==> config.mk <==
export PLATFORM = sky130hd
export DESIGN_NAME = dmem_arbiter
export DESIGN_NICKNAME = d
export VERILOG_FILES = /design/src/rtl/dmem_pkg.sv /design/src/rtl/rr_arb2.sv /design/src/rtl/dmem_arbiter.sv
export SDC_FILE = /design/constraint.sdc
export NUM_CORES = 1
export LEC_CHECK = 0
export CORE_UTILIZATION = 42
export CTS_BUF_LIST = sky130_fd_sc_hd__clkbuf_4
export CTS_CLUSTER_DIAMETER = 120
export DETAILED_ROUTE_END_ITERATION = 10
export GPL_TIMING_DRIVEN = 0
export PLACE_DENSITY = 0.83
export SLEW_MARGIN = 40
export SYNTH_ARGS = -nofsm -noshare
export SYNTH_HDL_FRONTEND = slang
export SYNTH_SLANG_ARGS = --single-unit
==> constraint.sdc <==
create_clock -name clk_i -period 3.6 [get_ports clk_i]
set_input_delay 0.54 -clock clk_i [delete_from_list [all_inputs] [get_ports clk_i]]
set_output_delay 0.54 -clock clk_i [all_outputs]
set_load 0.1 [all_outputs]
==> src/rtl/dmem_pkg.sv <==
// Shared types and constants for the data-memory arbiter slice.
package dmem_pkg;

  localparam int unsigned DEPTH_DEF = 256;
  localparam int unsigned AW_DEF    = 32;

  localparam logic PORT_MEM = 1'b0;
  localparam logic PORT_DBG = 1'b1;

  typedef enum logic [1:0] {
    IDLE,
    ISSUE,
    RESP
  } state_t;

endpackage

==> src/rtl/rr_arb2.sv <==
// Two-way round-robin picker: a lone requester wins, a tie goes to i_prio.
module rr_arb2
  import dmem_pkg::*;
(
  input  logic [1:0] i_req,
  input  logic       i_prio,
  output logic [1:0] o_gnt,
  output logic       o_winner
);

  always_comb begin
    o_winner = PORT_MEM;
    if (i_req == 2'b11) begin
      o_winner = i_prio;
    end else if (i_req[1]) begin
      o_winner = PORT_DBG;
    end

    o_gnt = '0;
    if (i_req != 2'b00) begin
      o_gnt[o_winner] = 1'b1;
    end
  end

endmodule

==> src/rtl/dmem_arbiter.sv <==
// Shares the single-ported data memory between the MEM stage (port 0) and the
// debug/loader port (port 1); one access every three cycles.
module dmem_arbiter
  import dmem_pkg::*;
#(
  parameter int unsigned DEPTH = DEPTH_DEF,
  parameter int unsigned AW    = AW_DEF
) (
  input  logic          clk_i,
  input  logic          rst_i,
  input  logic [1:0]    req_i,
  input  logic [1:0]    we_i,
  input  logic [AW-1:0] addr0_i,
  input  logic [AW-1:0] addr1_i,
  input  logic [31:0]   wdata0_i,
  input  logic [31:0]   wdata1_i,
  output logic [1:0]    gnt_o,
  output logic [1:0]    done_o,
  output logic          err_o,
  output logic [31:0]   rdata_o,
  input  logic [31:0]   ReadData_i,
  output logic          MemWrite_o,
  output logic          MemRead_o,
  output logic [AW-1:0] addr_o,
  output logic [31:0]   WriteData_o
);

  // One extra bit so the range compare stays exact for any DEPTH up to 2**AW.
  localparam logic [AW:0] DEPTH_W = (AW+1)'(DEPTH);

  state_t        r_state;
  state_t        w_next;
  logic          r_prio;
  logic          r_owner;
  logic          r_we;
  logic          r_err;
  logic [AW-1:0] r_addr;
  logic [31:0]   r_wdata;
  logic [31:0]   r_rdata;

  logic [1:0]    w_arb_gnt;
  logic          w_winner;
  logic          w_take;
  logic          w_in_range;

  assign w_in_range  = ({1'b0, r_addr} < DEPTH_W);
  assign addr_o      = r_addr;
  assign WriteData_o = r_wdata;

  rr_arb2 u_arb (
    .i_req    (req_i),
    .i_prio   (r_prio),
    .o_gnt    (w_arb_gnt),
    .o_winner (w_winner)
  );

  always_ff @(posedge clk_i or posedge rst_i) begin
    if (rst_i) begin
      r_state <= IDLE;
    end else begin
      r_state <= w_next;
    end
  end

  // gnt_o is combinational from req_i; it is masked while reset is held so
  // every output reads zero during reset.
  always_comb begin
    w_next     = r_state;
    w_take     = 1'b0;
    gnt_o      = '0;
    done_o     = '0;
    err_o      = 1'b0;
    rdata_o    = '0;
    MemWrite_o = 1'b0;
    MemRead_o  = 1'b0;
    case (r_state)
      IDLE: begin
        if ((req_i != 2'b00) && !rst_i) begin
          gnt_o  = w_arb_gnt;
          w_take = 1'b1;
          w_next = ISSUE;
        end
      end
      ISSUE: begin
        MemWrite_o = r_we & w_in_range;
        MemRead_o  = ~r_we & w_in_range;
        w_next     = RESP;
      end
      RESP: begin
        done_o[r_owner] = 1'b1;
        err_o           = r_err;
        rdata_o         = r_rdata;
        w_next          = IDLE;
      end
      default: w_next = IDLE;
    endcase
  end

  always_ff @(posedge clk_i or posedge rst_i) begin
    if (rst_i) begin
      r_prio  <= 1'b0;
      r_owner <= 1'b0;
      r_we    <= 1'b0;
      r_err   <= 1'b0;
      r_addr  <= '0;
      r_wdata <= '0;
      r_rdata <= '0;
    end else begin
      if (w_take) begin
        r_owner <= w_winner;
        r_we    <= we_i[w_winner];
        r_addr  <= w_winner ? addr1_i  : addr0_i;
        r_wdata <= w_winner ? wdata1_i : wdata0_i;
        r_prio  <= ~w_winner;
      end
      if (r_state == ISSUE) begin
        r_err   <= ~w_in_range;
        r_rdata <= (~r_we & w_in_range) ? ReadData_i : '0;
      end
    end
  end

endmodule

==> results of run 1 <==
cell type report:
type                    instances  area, um^2  area share, %
multi-input cells             415        2650           32.8
clock inverters                 6        30.0          0.372
plain buffers                  76         339           4.20
inverters                       6        30.0          0.372
clock buffers                   9        67.6          0.836
flip-flops and latches        102        2550           31.6
well taps                     172         215           2.66
repair buffers                269        2190           27.2
power breakdown:
part           total [mW]  internal [mW]  switching (mW)
Combinational        2.54          0.494            2.04
Sequential           1.53           1.35           0.182
Clock               0.512          0.131           0.381
critical path, stage by stage, from the launching register on:
cell and delay [ns]:
dfrtp_1 0.46, nor4_1 0.31, nand2_1 0.28, buf_2 0.30, nor4_2 0.29, buf_2 0.48
placed cells by master, fill, tap and decap left out, types with 5 or more instances in the layout:
cell / instances
dfrtp_1: 102
o21ai_0: 64
clkbuf_4: 9
nor4_2: 5
nand2_1: 33
nand3_1: 32
o211ai_1: 65
buf_2: 128
clkbuf_1: 46
a31oi_1: 65
clkdlybuf4s50_1: 165
o31ai_2: 30
and2_1: 34
a21oi_1: 67
metrics by stage:
stage / std cells / total power, mW / cell area (um^2)
2_1_floorplan: 599 / 3.44 / 5560
3_3_place_gp: 1039 / 4.24 / 8460
3_5_place_dp: 1040 / 4.08 / 7980
4_1_cts: 1055 / 4.58 / 8080
5_1_grt: 1055 / 4.76 / 8080
6_report: 1055 / 4.58 / 8080
cells by family (layout without fill, tap and decap cells):
| logic type | count (synthesis) | count (layout) |
|---|---|---|
| DFF | 102 | 102 |
| muxes | 1 | 1 |
| AOI/OAI and AO/OA | 295 | 295 |
| buffers and inverters | 82 | 366 |
| and+or+nand+nor | 119 | 119 |
sequential cells by signal, indices dropped and copies added, names as in the netlist:
| name | cells |
|---|---|
| WriteData_o | 32 |
| addr_o | 32 |
| r_err | 1 |
| r_owner | 1 |
| r_prio | 1 |
| r_rdata | 32 |
| r_state | 2 |
| r_we | 1 |
synth_stat cells, drive strengths merged, types with 8 or more instances:
cell type	instances	area (um^2)
a31oi	65	407
buf	30	166
o31ai	32	390
nand3	32	160
and2	34	213
clkbuf	46	173
nand2	34	130
o211ai	65	488
a21oi	67	335
dfrtp	102	2550
nor4	8	83.8
o21ai	65	325
layer usage:
| layer | share of wire, % | global-route usage, % |
|---|---|---|
| met5 | 0.064 | 0 |
| met1 | 38 | 35.7 |
| met3 | 9.0 | 6.69 |
| met2 | 50 | 53.6 |
| met4 | 2.3 | 10.2 |
how the worst max path moves through the flow:
stage | start | endpoint | cells after the start
finish | addr_o[29] | MemWrite_o | 5
global route | addr_o[29] | MemWrite_o | 5
detailed placement | req_i[1] | gnt_o[1] | 6
global placement | rst_i | WriteData_o[20] | 2
floorplan | addr_o[8] | MemRead_o | 4
CTS | addr_o[29] | MemWrite_o | 5
==> results by stage, run 1 <==
Status:
- The flow ran to the end, and the final reports show no timing, DRC or antenna violations.

GRT:
- Global routing finished with a remaining overflow of 0.
- The number of antenna violations at the first check in global routing is 1.
- The maximum number of pins on one net before global-route repair is 56.
- The first global-routing pass estimated ~31 mm of wire.
- The via count of the first global-routing pass is roughly 6.0k.
- Across every metal layer, demand over resource in global routing totals between 30% and 40%.

Yosys:
- Counting flops with an async set or reset pin after synthesis yields a share of 100%.
- The synthesized netlist devotes between 30% and 40% of its cell area to compound gates.
- For this run, the number of Yosys warnings is 0.
- The portion of synthesized area spent on multiplexers is less than 1%.
- The adder-cell share of the synthesized area is 0%.
- After synthesis, flip-flops and latches occupy about 46% of the total area.
- Counting every net in the synthesized netlist gives between 700 and 800.
- Synthesis inferred approximately 100 register bits.
- The synthesized area divided by synthesized cell count is around 9.3 um^2.
- In this run the cell area of the synthesized design comes to between 5000 and 6000 um^2.
- The number of enable-type register cells in the synthesized netlist is 0.
- Synthesis produced a netlist whose cell count is 599.
- The number of different library cells used by synthesis comes to 31.
- The most used flip-flop cell after synthesis is dfrtp_1.
- Of the total synthesized cell area, the portion taken by XOR and XNOR cells is 0%.
- Of the total synthesized cell area, the portion taken by AND, OR, NAND and NOR gates is about an eighth.
- By area, the combinational part of the netlist is dominated by compound AO/OA/AOI/OAI gates.

Finish:
- Counting the fill cells in the layout gives between 1k and 1.5k.
- The final standard cell utilization of the core is a little over three fifths.
- The area growth from synthesis to layout is 45.5%.
- 0 antenna diodes ended up in the layout.
- After the last flow step, the layout net total stands at roughly 1.0k.
- The proportion of layout cells with a drive suffix above 1 is ~21%.

Critical path:
- The reg-to-reg startpoint is r_state[0].
- At the worst endpoint, the required time is about 3.1 ns.
- The register-to-register path setup slack is between 1.5 and 2 ns.
- Along the worst path, the maximum fanout reaches 10.
- The endpoint arrival time on the critical path is 2.57 ns.
- The category of the critical setup timing path is reg2out.
- STA classifies the critical path endpoint as an output pin.
- The capture instance of the worst register-to-register path is addr_o[2].
- The worst register-to-register path has a depth of 6.
- The worst setup path is launched from a register.

Timing:
- The hold violation total from the final report is 0.
- The clock period minus final worst setup slack is 3.11 ns.
- Setup repair after global routing left no endpoint under its margin.
- Measured against its own limit, the worst slew margin works out to roughly 56%.
- In the finished design, the share of the clock period the worst path needs comes to around 86%.
- The number of pins with negative max-slew slack in the final report came to 0.
- The highest achievable clock rate is between 300 and 400 MHz.
- The number of setup violations in the final report is 0.
- Hold is met by just under 0.5 ns.
- After layout, the worst setup slack is approximately 0.49 ns.
- The slew of the pin with the lowest slew margin is between 0.6 and 0.7 ns.
- Setup total negative slack on the finished layout was measured at 0 ns.
- The clock tree skew after final layout is 0.0207 ns.

Power:
- Power spread over the standard cell area amounts to 567 nW/um^2.
- The maximum vdd ir drop is about 400 uV.
- For this design the static power due to leakage is around 3.2 nW.

Die:
- The full die area is around 14,000 um^2.
- The core area is ~13,000 um^2.
- The die height is between 100 and 150 um.
- The number of core rows is between 40 and 50.
- The initial utilization of the core area, before any placement, comes to 43.5%.
- The die is between 100 and 150 um wide.
- Pin placement for this block handled approximately 270 I/O pins.

Clock tree:
- Clock-pin slew was measured on the worst setup and hold paths at 0.15 ns.
- No sink is reached through more buffers than the 2 on the longest clock path.
- CTS built an H-tree with a depth of 3.
- The number of gates resized after CTS was 0.
- Clock tree synthesis inserted a total of 9 buffers.
- At the later pin of the worst-skew pair, clock insertion delay measures 0.45 ns.
- TritonCTS built the clock tree.
- The tree built by TritonCTS fans out to ~100 sinks.
- The number of hold buffers added after CTS was 0.
- The root buffer cell is clkbuf_4.
- The buffer count from post-CTS setup fixing is 0.

Detailed routing:
- The vias per cell is between 5 and 6.
- For this block, the initial DRC count from the detailed router was 439.
- Dividing the detail-routed wire length by the instance count gives between 15 and 20 um.
- The total via count after detailed routing is around 6.1k.
- The detail route stage leaves a number of antenna-violating nets equal to 0.
- After detailed routing, the total wire length is roughly 20 mm.
- The first-pass iteration count of the detailed router is 5.
- The DRC violations left is 0.

Placement:
- The estimated wirelength of the detail-placed design is ~16 mm.
- Buffers placed on the I/O ports in this run total roughly 270.
- The global placement routability congestion is between 0.8 and 0.9.
- Before CTS, the worst setup slack after placement is slightly below 0.6 ns.

Min path:
- In this run the most critical hold path is launched from r_rdata[23].
- For hold timing, the worst endpoint is r_rdata[23].
- Along the worst hold path, the cell count comes to 2.
- The min-delay analysis places its worst path in the category reg2reg.

Flow run:
- Across the run, the number of max-cap violations was 0.
Note: power is estimated with default switching activity, not from simulation.
==> run 2: changes to the inputs <==
==> constraint.sdc (replaced) <==
create_clock -name clk_i -period 3.13 [get_ports clk_i]
set_input_delay 0.4695 -clock clk_i [delete_from_list [all_inputs] [get_ports clk_i]]
set_output_delay 0.4695 -clock clk_i [all_outputs]
set_load 0.1 [all_outputs]
==> results by stage, run 2 (synthesis results as in run 1) <==
Placement:
- The estimated wirelength of the detail-placed design is 15.8 mm (was 15.7 mm).
- The standard cell area after detailed placement is 8090 um^2 (was 7980 um^2).
- The global placement routability congestion is 0.895 (was 0.893).
- The count of port buffers added during placement is 268 (unchanged).

Detailed routing:
- The first-pass iteration count of the detailed router was 6 (was 5).
- The wire length after detailed routing came to 20.1 mm (was 20.5 mm).
- The number of nets with antenna violations after detailed routing is 0 (unchanged).
- The total via count after detailed routing came to 6,107 (was 6,142).
- The mean routed wirelength per cell came to 18.9 um (was 19.4 um).
- The first-iteration detailed-routing DRC count came to 402 (was 439).
- The vias per cell is 5.76 (was 5.82).
- The DRC violations left is 0 (unchanged).

Timing:
- The clock tree skew after final layout is 0.0189 ns (was 0.0207 ns).
- The slew of the pin with the lowest slew margin came to 0.574 ns (was 0.652 ns).
- The hold violation total from the final report is 0 (unchanged).
- Dividing the final minimum period by the clock period gives 93.7%.
- The worst relative slew slack came to 61.6% (was 56.4%).
- For this run, the top clock speed supported by timing is roughly 340 MHz.
- The number of setup violations in the final report is 0 (unchanged).
- For the finished layout, the period the worst path requires is just under 3 ns.
- Setup repair after global routing missed its margin: false (unchanged).
- The number of pins with negative max-slew slack in the final report was 0 (unchanged).

Min path:
- The type of the worst min-delay path is in2async (was reg2reg).

Critical path:
- The cell with the largest stage delay on the worst path was dfrtp_1 (was buf_2).
- The category of the critical setup timing path is reg2out (unchanged).
- The worst path required time is 2.66 ns (was 3.06 ns).
- Cell-by-cell listing of the critical path: nor4_1 -> nand2_2 -> buf_2 -> nor4_2 -> clkbuf_4 (was nor4_1 -> nand2_1 -> buf_2 -> nor4_2 -> buf_2).
- The startpoint type of the worst setup path is a register (unchanged).
- The maximum fanout count along the critical path came to 10 (unchanged).
- The element type at the critical path end is an output pin (unchanged).
- The highest cell delay on the worst timing path is 0.47 ns (was 0.48 ns).
- The endpoint arrival time on the critical path was 2.46 ns (was 2.57 ns).

Die:
- The die boundary width is 117 um (unchanged).
- The die height was 117 um (unchanged).
- The core area is 12,800 um^2 (unchanged).
- The number of ports placed on the die boundary is 269 (unchanged).
- The full die area was 13,700 um^2 (unchanged).
- The effective utilization at floorplan is 43.5% (unchanged).
- The number of core rows was 41 (unchanged).

Power:
- The net switching fraction of the power is 56.8% (was 56.9%).
- The maximum vdd ir drop was 541 uV (was 398 uV).
- The cell leakage power is 3.22 nW (was 3.18 nW).
- The power per unit of standard cell area is 644 nW/um^2 (was 567 nW/um^2).
- The clock network power share was 11.1% (was 11.2%).
- The part of the power in registers was 33.3% (was 33.4%).
- The internal power consumption is 2.28 mW (was 1.97 mW).
- The relative contribution of combinational cells to total power is 55.6% (was 55.4%).
- The total power after layout was 5.28 mW (was 4.58 mW).
- The net switching power came to 3.00 mW (was 2.61 mW).

Finish:
- The proportion of layout cells with a drive suffix above 1 is 22.0% (was 21.4%).
- The most common cell after layout, fill and taps aside was clkdlybuf4s50_1 (unchanged).
- The final standard cell utilization of the core is 64.2% (was 63.2%).
- The number of filler instances in the final layout is 1,088 (was 1,096).
- The layout-stage area growth over the synthesis result was 47.7% (was 45.5%).
- The number of nets in the layout was 1,049 (was 1,045).
- The post-route cell area is 8200 um^2 (was 8080 um^2).
- Commonest cells after routing, fill and taps aside: clkdlybuf4s50_1, buf_2, dfrtp_1, a21oi_1 (unchanged).

GRT:
- The maximum number of pins on one net before global-route repair was 23 (was 56).
- The total congestion overflow is 0 (unchanged).
- The via count of the first global-routing pass was 5,791 (was 5,984).
- The total global-route track usage is 29.1% (was 30.0%).
- The number of antenna violations at the first check in global routing was 0 (was 1).
- The wire length of the first global-routing pass is 30.0 mm (was 31.3 mm).

Clock tree:
- The maximum buffer depth of the clock tree was 2 (unchanged).
- The deepest level of the CTS H-tree is 3 (unchanged).
- The number of sinks handled by clock tree synthesis is 102 (unchanged).
- The source-to-sink clock delay at the later pin of the worst-skew pair was 0.46 ns (was 0.45 ns).
- The number of buffers added by the clock tree synthesis step came to 9 (unchanged).
- The CTS tree is done (unchanged).
- The root buffer cell was clkbuf_4 (unchanged).
- The buffer count from post-CTS setup fixing is 0 (unchanged).
- The clock slew seen by the registers of the worst setup and hold paths is 0.16 ns (was 0.15 ns).

Status:
- Status: complete, no violations (unchanged).

Flow run:
- The number of violations of the max-capacitance limit is 0 (unchanged).
-- run 2: area by class of cell --
cell class / count / area (um^2) / share of cell area (%)
multi-input cells: 415 / 2660 / 32.4
repair buffers: 273 / 2310 / 28.2
diodes: 1 / 2.50 / 0.0305
plain buffers: 76 / 339 / 4.14
clock buffers: 9 / 67.6 / 0.824
clock inverters: 6 / 30.0 / 0.366
inverters: 6 / 26.3 / 0.320
well taps: 172 / 215 / 2.62
flip-flops and latches: 102 / 2550 / 31.1
-- run 2: path summary, 6_finish.rpt --
kind / cells past startpoint / slack (ns) / to / start
max: 5 / 0.20 / MemWrite_o / addr_o[14]
min: 2 / 0.38 / r_rdata[4] / rst_i
max reg2reg: 6 / 1.33 / WriteData_o[15] / r_state[0]
min reg2reg: 2 / 0.49 / r_rdata[25] / r_rdata[25]
max in group asynchronous: 4 / 2.14 / addr_o[7] / rst_i
min in group clk_i: 2 / 0.49 / r_rdata[25] / r_rdata[25]
-- run 2: metrics by stage --
| step | instances | TNS (ns) | setup slack (ns) | hold slack [ns] |
|---|---|---|---|---|
| after floorplan | 599 | -1.21 | -0.606 | 0.440 |
| after global placement | 1039 | -0.893 | -0.396 | 0.454 |
| after detailed placement | 1044 | 0 | 0.323 | 0.464 |
| after CTS | 1059 | 0 | 0.0700 | 0.371 |
| after global routing | 1059 | 0 | 0.0292 | 0.375 |
| final | 1060 | 0 | 0.198 | 0.380 |
-- run 2: power by group through the flow --
stage / sequential (mW) / combinational, mW / clock (mW)
floorplan: 3.36 / 0.595 / 0
global placement: 1.77 / 3.11 / 0
detailed placement: 1.77 / 2.94 / 0
CTS: 1.75 / 2.94 / 0.590
global route: 1.78 / 3.05 / 0.648
finish: 1.76 / 2.93 / 0.587
-- run 2: critical path: cells and delay by family, from the launching register on --
kind                   cells  cell delay, ns
buffers and inverters      2            0.66
flip-flops                 1            0.47
AND/OR/NAND/NOR            3            0.86
-- run 2: per-layer routing --
metal	track usage [%]	share of wire [%]	up-vias
li1	-	-	2825
met1	34.0	39	2887
met2	51.9	50	348
met3	6.80	8.8	47
met4	11.1	2.7	0
met5	0	0	-
-- run 2: timing repair --
item                       CTS  global route
setup endpoints to repair    0             2
hold buffers                 0             0
gates resized for setup      0             3
==> patch, RTL diff (config.mk and constraints of run 1) <==
The package constant `AW_DEF` goes from 32 to 16.
--- a/src/rtl/dmem_pkg.sv
+++ b/src/rtl/dmem_pkg.sv
@@ -2,7 +2,7 @@
 package dmem_pkg;
 
   localparam int unsigned DEPTH_DEF = 256;
-  localparam int unsigned AW_DEF    = 32;
+  localparam int unsigned AW_DEF    = 16;
 
   localparam logic PORT_MEM = 1'b0;
   localparam logic PORT_DBG = 1'b1;
Interface: changed (resized addr0_i, addr1_i and addr_o); port bits go from 269 to 221. No check against the original RTL was run, so the function may have changed too.
==> patch against run 1 <==
The flow now finishes with violations (design-rule violations). Wire length decreased by 41%. Clock skew decreased by 7.2 ps. Clock power increased by 22%. Sequential cell count decreased by 16. Design area decreased by 26%. Synthesized cell count decreased by 40%. Cell count decreased by 33%. Via count decreased by 38%. Setup slack got worse by 140 ps. First-iteration DRC count decreased by 66%. Worst hold slack improved by 12 ps. Synthesized area decreased by 30%. Sequential power decreased by 18%. Power decreased by 17%. Critical path type is now in2out. Largest cell class is now flip-flops and latches.
==> patch: results (changes against run 1) <==
Run status:
- Outcome: finished, violations left (was finished, final reports clean).
- The checks that failed: design-rule violations.

Layout:
- The share of cells above drive strength 1 is 20.2% (was 21.4%).
- The antenna cell count is 0 (unchanged).
- The final layout net count is 727 (was 1045).

Synthesis:
- The share of the yosys chip area belonging to registers is 55.3% (was 46.0%).
- The number of distinct standard cells referenced by the synthesized netlist is 23 (was 31).
- Commonest cells post-synth: sky130_fd_sc_hd__dfrtp_1, sky130_fd_sc_hd__nand2_1, sky130_fd_sc_hd__nor3_1 (was sky130_fd_sc_hd__dfrtp_1, sky130_fd_sc_hd__a21oi_1, sky130_fd_sc_hd__a31oi_1, sky130_fd_sc_hd__o211ai_1, sky130_fd_sc_hd__o21ai_0).
- The multiplexer share of the synthesized area is 0% (was 0.203%).
- The share of synthesized registers carrying an async set or reset is 100% (unchanged).
- Cell types occupying the most area after synthesis: sky130_fd_sc_hd__dfrtp_1, sky130_fd_sc_hd__a221o_1, sky130_fd_sc_hd__nor3_1 (was sky130_fd_sc_hd__dfrtp_1, sky130_fd_sc_hd__o211ai_1, sky130_fd_sc_hd__a31oi_1).
- The number of nets produced by synthesis came to 496 (was 765).

STA:
- The transition at the pin with the smallest max-transition slack is 511 ps (was 652 ps).
- The maximum clock skew at final layout came to 13.5 ps (was 20.7 ps).

Route:
- The average wire per cell in the routed design is 17.0 um (was 19.4 um).
- The number of detailed-routing iterations run before antenna repair is 10 (was 5).
- The initial detailed-routing violation count was 150 (was 439).
- The final routed DRC violation total is 14 (was 0).
- The detailed-route via count is 3827 (was 6142).

Place:
- The number of port buffers came to 219 (was 268).
- The total half-perimeter wirelength after legalization and detailed placement is 9140 um (was 15700 um).
- The final weighted congestion in routability-driven placement came to 0.797 (was 0.893).
- The area of placed instances is 5820 um^2 (was 7980 um^2).

CTS:
- The clock buffer count from CTS is 9 (unchanged).
- The clock latency on the worst-skew pair came to 420 ps (was 450 ps).
- The clock transition at the registers of the reported paths is 120 ps (was 150 ps).
- The number of instances resized during post-cts repair is 0 (unchanged).

GRT:
- The number of antenna violations at the first check in global routing is 0 (was 1).
- The met3 demand-to-capacity share in global routing was 6.16% (was 6.69%).
- The met1 routing resource usage after global routing was 29.5% (was 35.7%).
- The fraction of met2 tracks used by global routing is 43.7% (was 53.6%).
- The maximum number of pins on one net before global-route repair is 47 (was 56).
- The number of global-route vias before repair came to 3916 (was 5984).
- The global-route wire length before repair is 18800 um (was 31300 um).
- The aggregate global-route resource usage came to 24.9% (was 30.0%).

Critical path:
- The arrival time reported for the critical path endpoint is 2700 ps (was 2570 ps).
- The maximum net fanout on the critical path is 10 (unchanged).

Pwr:
- The peak supply drop is 0.535 mV (was 0.398 mV).
- The reported leakage power is 2.82 nW (was 3.18 nW).
[patch: cell count changes after synthesis, sizes merged, moves of 16 or more]
| cell | before | now |
|---|---|---|
| buf | 30 | 4 |
| o21ai | 65 | 1 |
| dfrtp | 102 | 86 |
| nor3 | 2 | 50 |
| o211ai | 65 | 0 |
| nand2 | 34 | 50 |
| nand3 | 32 | 0 |
| a22o | 0 | 32 |
| a31oi | 65 | 0 |
| a21oi | 67 | 3 |
| a221o | 0 | 49 |
| o31ai | 32 | 0 |
[patch: cell families (layout without fill, tap and decap cells)]
| logic type | after synthesis | count (layout) |
|---|---|---|
| DFF | 86 | 86 |
| AOI/OAI and AO/OA | 85 | 85 |
| and+or+nand+nor | 147 | 147 |
| buffers and inverters | 44 | 280 |
[patch: layout make-up]
| cell class | count | area, um^2 |
|---|---|---|
| Buffer | 39 | 169 |
| Timing Repair Buffer | 220 | 1780 |
| Fill cell | 724 | 2860 |
| Clock inverter | 5 | 83.8 |
| Clock buffer | 11 | 82.6 |
| Tap cell | 108 | 135 |
| Sequential cell | 86 | 2150 |
| Multi-Input combinational cell | 232 | 1560 |
| Inverter | 5 | 23.8 |
[patch: through the flow]
stage	setup WS (ps)	std cells	setup TNS (ps)	hold slack (ps)	total power [mW]
4_1_cts	376	706	0	517	3.81
2_1_floorplan	598	362	0	465	2.74
6_report	358	706	0	507	3.79
3_5_place_dp	383	690	0	484	3.19
5_1_grt	240	706	0	522	3.92
3_3_place_gp	-510	689	-44060	479	3.32
[patch: worst paths after layout]
check	from	endpoint	slack, ps	cells past startpoint
max in group asynchronous	rst_i	r_we	2510	3
hold / removal	r_rdata[19]	r_rdata[19]	510	1
hold reg to reg	r_rdata[19]	r_rdata[19]	510	1
min in group asynchronous	rst_i	r_err	530	2
setup reg to reg	addr_o[8]	r_rdata[14]	1710	4
setup / recovery	rst_i	gnt_o[0]	360	6
[patch: report_power, final]
part | total (mW) | switching, mW | internal (mW)
Clock | 0.625 | 0.326 | 0.299
Combinational | 1.91 | 1.49 | 0.420
Sequential | 1.26 | 0.115 | 1.14
[patch: worst max-delay path: stages]
cell and delay [ps]:
sky130_fd_sc_hd__clkdlybuf4s50_1 500, sky130_fd_sc_hd__nor3_1 280, sky130_fd_sc_hd__and3_1 200, sky130_fd_sc_hd__clkbuf_1 270, sky130_fd_sc_hd__clkbuf_1 400, sky130_fd_sc_hd__buf_2 510
[patch: layer usage]
metal  share of wire, %  up-vias
met2                 49      177
met4                1.9        0
met1                 39     1838
met3                9.4       17
li1                   -     1795
met5                  0        -
